File: src/rtl/lava_wall_engine.sv
// Hazard wall that advances rightward in sub-pixel steps once the player has moved.
// Start delay, boost-driven speed-up with a ceiling, per-level enable, freeze and restart.
module lava_wall_engine #(
    parameter int         X_W         = 10,
    parameter int         SCREEN_W    = 640,
    parameter int         WALL_W      = 10,
    parameter int         DELAY_TICKS = 120,
    parameter int         FRAC_W      = 4,
    parameter int         SPEED_W     = 7,
    parameter int         SPEED_INIT  = 16,
    parameter int         SPEED_STEP  = 4,
    parameter int         SPEED_MAX   = 64,
    parameter logic [3:0] LEVEL_MASK  = 4'b0001
) (
    input  logic               clk,
    input  logic               rst,
    input  logic               game_tick,
    input  logic               any_input_level,
    input  logic               speed_boost_pulse,
    input  logic               freeze,
    input  logic               restart,
    input  logic [X_W-1:0]     player_x,
    input  logic [1:0]         level,
    output logic [X_W-1:0]     lava_wall_x,
    output logic [SPEED_W-1:0] lava_speed,
    output logic               lava_active,
    output logic               hit_lava_wall,
    output logic [2:0]         lava_state
);

    localparam int ACC_W = X_W + FRAC_W;
    localparam int DLY_W = $clog2(DELAY_TICKS + 1);
    localparam logic [ACC_W-1:0]   ACC_MAX  = ACC_W'((SCREEN_W - WALL_W) << FRAC_W);
    localparam logic [SPEED_W-1:0] SPD_INIT = SPEED_W'(SPEED_INIT);

    typedef enum logic [2:0] {
        ST_IDLE     = 3'd0,
        ST_DELAY    = 3'd1,
        ST_ADVANCE  = 3'd2,
        ST_CAUGHT   = 3'd3,
        ST_DISABLED = 3'd4
    } state_t;

    state_t             state_q, state_d;
    logic [ACC_W-1:0]   acc_q, acc_d;
    logic [SPEED_W-1:0] speed_q, speed_d;
    logic [DLY_W-1:0]   delay_cnt_q, delay_cnt_d;
    logic               hit_q, hit_d;
    logic               active_q, active_d;

    logic [ACC_W:0]     acc_sum_s;
    logic [ACC_W-1:0]   acc_sat_s;
    logic [SPEED_W:0]   boost_sum_s;
    logic [SPEED_W-1:0] speed_boosted_s;
    logic               hit_s;

    // Saturating arithmetic and the catch test against the pre-update wall edge
    always_comb begin
        acc_sum_s       = {1'b0, acc_q} + (ACC_W+1)'(speed_q);
        acc_sat_s       = (acc_sum_s > {1'b0, ACC_MAX}) ? ACC_MAX : acc_sum_s[ACC_W-1:0];
        boost_sum_s     = {1'b0, speed_q} + (SPEED_W+1)'(SPEED_STEP);
        speed_boosted_s = (boost_sum_s > (SPEED_W+1)'(SPEED_MAX)) ? SPEED_W'(SPEED_MAX)
                                                                  : boost_sum_s[SPEED_W-1:0];
        hit_s = ({1'b0, acc_q[ACC_W-1:FRAC_W]} + (X_W+1)'(WALL_W)) >= {1'b0, player_x};
    end

    // Next-state logic: restart beats freeze, freeze beats tick processing
    always_comb begin
        state_d     = state_q;
        acc_d       = acc_q;
        speed_d     = speed_q;
        delay_cnt_d = delay_cnt_q;
        hit_d       = 1'b0;
        if (restart) begin
            state_d     = ST_IDLE;
            acc_d       = '0;
            speed_d     = SPD_INIT;
            delay_cnt_d = '0;
        end else if (freeze || !game_tick) begin
            state_d = state_q;
        end else if (!LEVEL_MASK[level]) begin
            state_d     = ST_DISABLED;
            acc_d       = '0;
            speed_d     = SPD_INIT;
            delay_cnt_d = '0;
        end else begin
            case (state_q)
                ST_IDLE: begin
                    if (any_input_level) begin
                        state_d     = ST_DELAY;
                        delay_cnt_d = '0;
                    end else begin
                        state_d = ST_IDLE;
                    end
                end
                ST_DELAY: begin
                    delay_cnt_d = delay_cnt_q + DLY_W'(1);
                    if (speed_boost_pulse) begin
                        speed_d = speed_boosted_s;
                    end else begin
                        speed_d = speed_q;
                    end
                    if (delay_cnt_q == DLY_W'(DELAY_TICKS - 1)) begin
                        state_d = ST_ADVANCE;
                    end else begin
                        state_d = ST_DELAY;
                    end
                end
                ST_ADVANCE: begin
                    if (speed_boost_pulse) begin
                        speed_d = speed_boosted_s;
                    end else begin
                        speed_d = speed_q;
                    end
                    if (hit_s) begin
                        hit_d   = 1'b1;
                        state_d = ST_CAUGHT;
                    end else begin
                        acc_d = acc_sat_s;
                    end
                end
                ST_CAUGHT:   state_d = ST_CAUGHT;
                ST_DISABLED: state_d = ST_IDLE;
                default:     state_d = ST_IDLE;
            endcase
        end
        active_d = (state_d == ST_ADVANCE);
    end

    // State and output registers
    always_ff @(posedge clk or negedge rst) begin
        if (!rst) begin
            state_q     <= ST_IDLE;
            acc_q       <= '0;
            speed_q     <= SPD_INIT;
            delay_cnt_q <= '0;
            hit_q       <= 1'b0;
            active_q    <= 1'b0;
        end else begin
            state_q     <= state_d;
            acc_q       <= acc_d;
            speed_q     <= speed_d;
            delay_cnt_q <= delay_cnt_d;
            hit_q       <= hit_d;
            active_q    <= active_d;
        end
    end

    assign lava_wall_x   = acc_q[ACC_W-1:FRAC_W];
    assign lava_speed    = speed_q;
    assign lava_active   = active_q;
    assign hit_lava_wall = hit_q;
    assign lava_state    = state_q;

endmodule

File: config.mk
export PLATFORM = sky130hd
export DESIGN_NAME = lava_wall_engine
export DESIGN_NICKNAME = d
export VERILOG_FILES = /design/src/rtl/lava_wall_engine.sv
export SDC_FILE = /design/constraint.sdc
export NUM_CORES = 1
export LEC_CHECK = 0
export BUFFER_PORTS_ARGS = -buffer_cell sky130_fd_sc_hd__buf_2
export CORE_UTILIZATION = 57
export CTS_CLUSTER_DIAMETER = 40
export CTS_CLUSTER_SIZE = 12
export DETAILED_ROUTE_END_ITERATION = 6
export PLACE_DENSITY = 0.89
export SKIP_LAST_GASP = 1
export SYNTH_ARGS = -nofsm -noshare
export SYNTH_HDL_FRONTEND = slang
export SYNTH_SLANG_ARGS = --single-unit
File: constraint.sdc
create_clock -name clk -period 3.14 [get_ports clk]
set_input_delay 0.314 -clock clk [delete_from_list [all_inputs] [get_ports clk]]
set_output_delay 0.314 -clock clk [all_outputs]
set_load 0.005 [all_outputs]
==> qor.log <==
[outcome] result of the run finished, final reports clean
[floorplanning] number of cell rows 23
[drt] total met3 wirelength after detailed routing 252 um
[timing] final setup vio count 0
[global_routing] vias in the first global route 1946
[drt] Initial DRC Count 142
[power] switching power as a share of total power 0.250
[place] routability-driven placement congestion ratio 0.899
[logic_synthesis] share of synthesized registers carrying an async set or reset 1.00
[clocking] CTS Sinks 31
[floorplanning] top-level port count 41
[power] clock share of power 0.394
[timing] RSZ-0062 raised after global routing no
[drt] met1 wire length 2.41 mm
[floorplanning] x dimension of the die 67.9 um
[clocking] Worst-path clk slew 0.07 ns
[drt] via count 2122
[drt] uppermost metal layer occupied by signal nets met4
[finish] post-route cell area 2690 um^2
[critical_path] endpoint type of the worst setup path flop
[place] number of port buffers 38
[clocking] CTS buffer count 5
[critical_path] reg-to-reg setup timing slack 0.19 ns
[floorplanning] die area 4610 um^2
[finish] total inserted antenna cells 0
[critical_path] largest stage delay on the critical path 0.46 ns
[drt] vias per inst 6.10
[min_path] hold crit path type input port to asynchronous set/reset pin
[global_routing] number of antenna violations at the first check in global routing 0
[timing] Final Max Tran Viols 0
[timing] clock period minus final worst setup slack 2.95 ns
[drt] DRT antenna net count 0
[finish] share of final-layout standard cells stronger than drive strength 1 0.235
[finish] final net count 334
[logic_synthesis] synthesis-stage register bit count 31
[power] Pwr per Cell Area 289 nW/um^2
[clocking] CTS tree yes
[drt] number of search-and-repair iterations in the first detailed-routing pass 4
[logic_synthesis] count of flip-flops with a built-in enable after synthesis 0
[global_routing] GRT Util Overall 0.259
[clocking] clock buffer depth 2
[timing] Worst Hold Slack 0.0545 ns
[finish] leading cell type in the layout, fill and taps excluded buf_2
[power] static leakage power 1.33 nW
[flow_run] max-cap violations 0
[power] reported net switching power 0.194 mW
[logic_synthesis] count of synthesis-stage warnings from yosys 0
[critical_path] number of cells on the worst reg-to-reg path 11
[finish] commonest cells after routing, fill and taps aside buf_2, dfrtp_1, o21ai_0, ha_1
[clocking] post-CTS setup buffer count 0
[global_routing] residual overflow from global routing 0
[timing] share of the cycle needed by the critical path after routing 0.938
[critical_path] critical path data required time 3.31 ns
[critical_path] cell breakdown of the critical path a21oi_2 -> nor3_2 -> nand3_1 -> xnor2_1 -> ha_1 -> a21oi_1 -> nor2b_1 -> a311o_1 -> a211o_1 -> a21o_1 -> a22o_1
[logic_synthesis] post-synth design cell area 2480 um^2
[clocking] insertion delay to the later sink of the worst-skew pair 0.29 ns
[place] Area after DPL 2600 um^2
[timing] achievable clock frequency 339 MHz
[critical_path] top fanout value on the critical path 11
[place] total half-perimeter wirelength after legalization and detailed placement 3.99 mm
[logic_synthesis] number of distinct library cells after synthesis 64
[floorplanning] die outline height 67.9 um
[clocking] H-Tree Depth 2
[critical_path] launch point of the worst reg-to-reg path acc_q[5]$_DFFE_PN0P_
[power] Logic pwr share 0.084
[timing] summed negative setup slack over all endpoints 0 ns
[floorplanning] starting density of the core 0.606
[drt] average wire length per cell after detail routing 15.4 um
[finish] signed area change from the synthesized netlist to the final layout 8.38%
[power] Seq pwr share 0.522
[drt] # DRC 0
[critical_path] type of the worst setup path flop to flop
[timing] Worst Clk Skew 0.00765 ns
[logic_synthesis] Post-Synthesis Cells 266
[critical_path] worst r2r dst acc_q[7]$_DFFE_PN0P_
[timing] Final Hold Vio Count 0
[logic_synthesis] Post-Syn Area per Cell 9.31 um^2
[global_routing] global-route wire length before repair 8.88 mm
[power] Peak VDD IR 0.265 mV
[drt] met2 layer wire length in the routed design 2.57 mm
[clocking] cell at the root of the clock tree clkbuf_8
[floorplanning] placeable core region 4090 um^2
[timing] relative slew slack 0.548
[global_routing] maximum number of pins on one net before global-route repair 32
[critical_path] Worst path slowest cell dfrtp_1
[timing] pin slew with the least headroom to its limit 0.678 ns
[logic_synthesis] sequential fraction of the synthesis area 0.314
[critical_path] kind of start point of the critical path flop
[drt] final WL 5.36 mm
[power] internal power summed over all cells 0.582 mW
[logic_synthesis] most used flip-flop cell after synthesis dfrtp_1
[critical_path] Worst EP arrival 3.12 ns
-- registers in the layout, indices dropped and copies added (netlist names) --
name,cells
lava_speed,5
delay_cnt_q,7
acc_q,14
lava_active,1
hit_lava_wall,1
lava_state,3
-- power groups by stage --
stage               clock network [mW]  registers, mW  logic, mW
floorplan                            0          0.412     0.0369
global route                     0.326          0.406     0.0750
global placement                     0          0.413     0.0632
CTS                              0.307          0.405     0.0658
finish                           0.306          0.405     0.0653
detailed placement                   0          0.413     0.0654
-- metrics by stage --
step | instances | util | total power [mW] | setup WS, ns
after floorplan | 267 | - | 0.449 | 0.266
after global placement | 340 | 0.636 | 0.476 | 0.217
after detailed placement | 340 | 0.636 | 0.478 | 0.122
after CTS | 348 | 0.656 | 0.778 | 0.112
after global routing | 348 | 0.657 | 0.807 | 0.00873
final | 348 | 0.657 | 0.777 | 0.193
-- routing by layer --
layer	up-vias	global-route usage
met4	0	0.115
met2	59	0.401
met3	16	0.0617
met1	1018	0.342
met5	-	0
li1	1029	-
-- cells by family after synthesis --
family	after synthesis	share of synthesized area
other	1	0.00151
and+or+nand+nor	73	0.157
buffers and inverters	39	0.102
xor gates and xnor gates	15	0.0636
adders and majority gates	18	0.0909
DFF	31	0.314
muxes	2	0.00808
AOI/OAI and AO/OA	87	0.264
-- timing repair --
| action | 4_1_cts | 5_1_grt |
|---|---|---|
| hold endpoints to repair | 0 | 0 |
| gates resized for setup | 0 | 1 |
| endpoints found under the setup margin | 0 | 12 |
| hold buffers | 0 | 0 |
-- final cells by class --
cell class,count,area (um^2)
repair buffers,45,243
clock buffers,7,76.3
fillers,341,1400
flip-flops and latches,31,777
inverters,17,63.8
clock inverters,1,5.00
well taps,50,62.6
multi-input cells,197,1460
-- worst max-delay path by stage --
stage          cells past startpoint               endpoint            startpoint  slack [ns]
2_1_floorplan                     13  acc_q[13]$_DFFE_PN0P_  acc_q[9]$_DFFE_PN0P_        0.27
3_3_place_gp                      11  acc_q[13]$_DFFE_PN0P_  acc_q[5]$_DFFE_PN0P_        0.22
3_5_place_dp                      11   acc_q[2]$_DFFE_PN0P_  acc_q[5]$_DFFE_PN0P_        0.12
4_1_cts                           11   acc_q[7]$_DFFE_PN0P_  acc_q[5]$_DFFE_PN0P_        0.11
5_1_grt                           11   acc_q[2]$_DFFE_PN0P_  acc_q[5]$_DFFE_PN0P_       0.009
6_report                          11   acc_q[7]$_DFFE_PN0P_  acc_q[5]$_DFFE_PN0P_        0.19
-- synthesized netlist by cell type (all sizes together), types with 4 or more instances --
master  count  area share
dfrtp      30        0.30
o21ai      20       0.040
buf        19       0.063
ha         18       0.091
inv        17       0.026
a21oi      15       0.035
nand2      15       0.023
nor2       15       0.023
nand3      14       0.028
xnor2      13       0.049
a21o       11       0.033
a221oi      5       0.027
nor2b       5       0.013
a211oi      4       0.012
nor3        4       0.010
o31ai       4       0.012
or3         4       0.011
-- critical path: cells and delay by family, from the launching register on --
kind                       cells  cell delay (ns)
xor gates and xnor gates       1             0.14
AOI/OAI and AO/OA              6             1.54
adders and majority gates      1             0.29
DFF                            1             0.46
and+or+nand+nor                3             0.41
(Power assumes the default switching activity.)
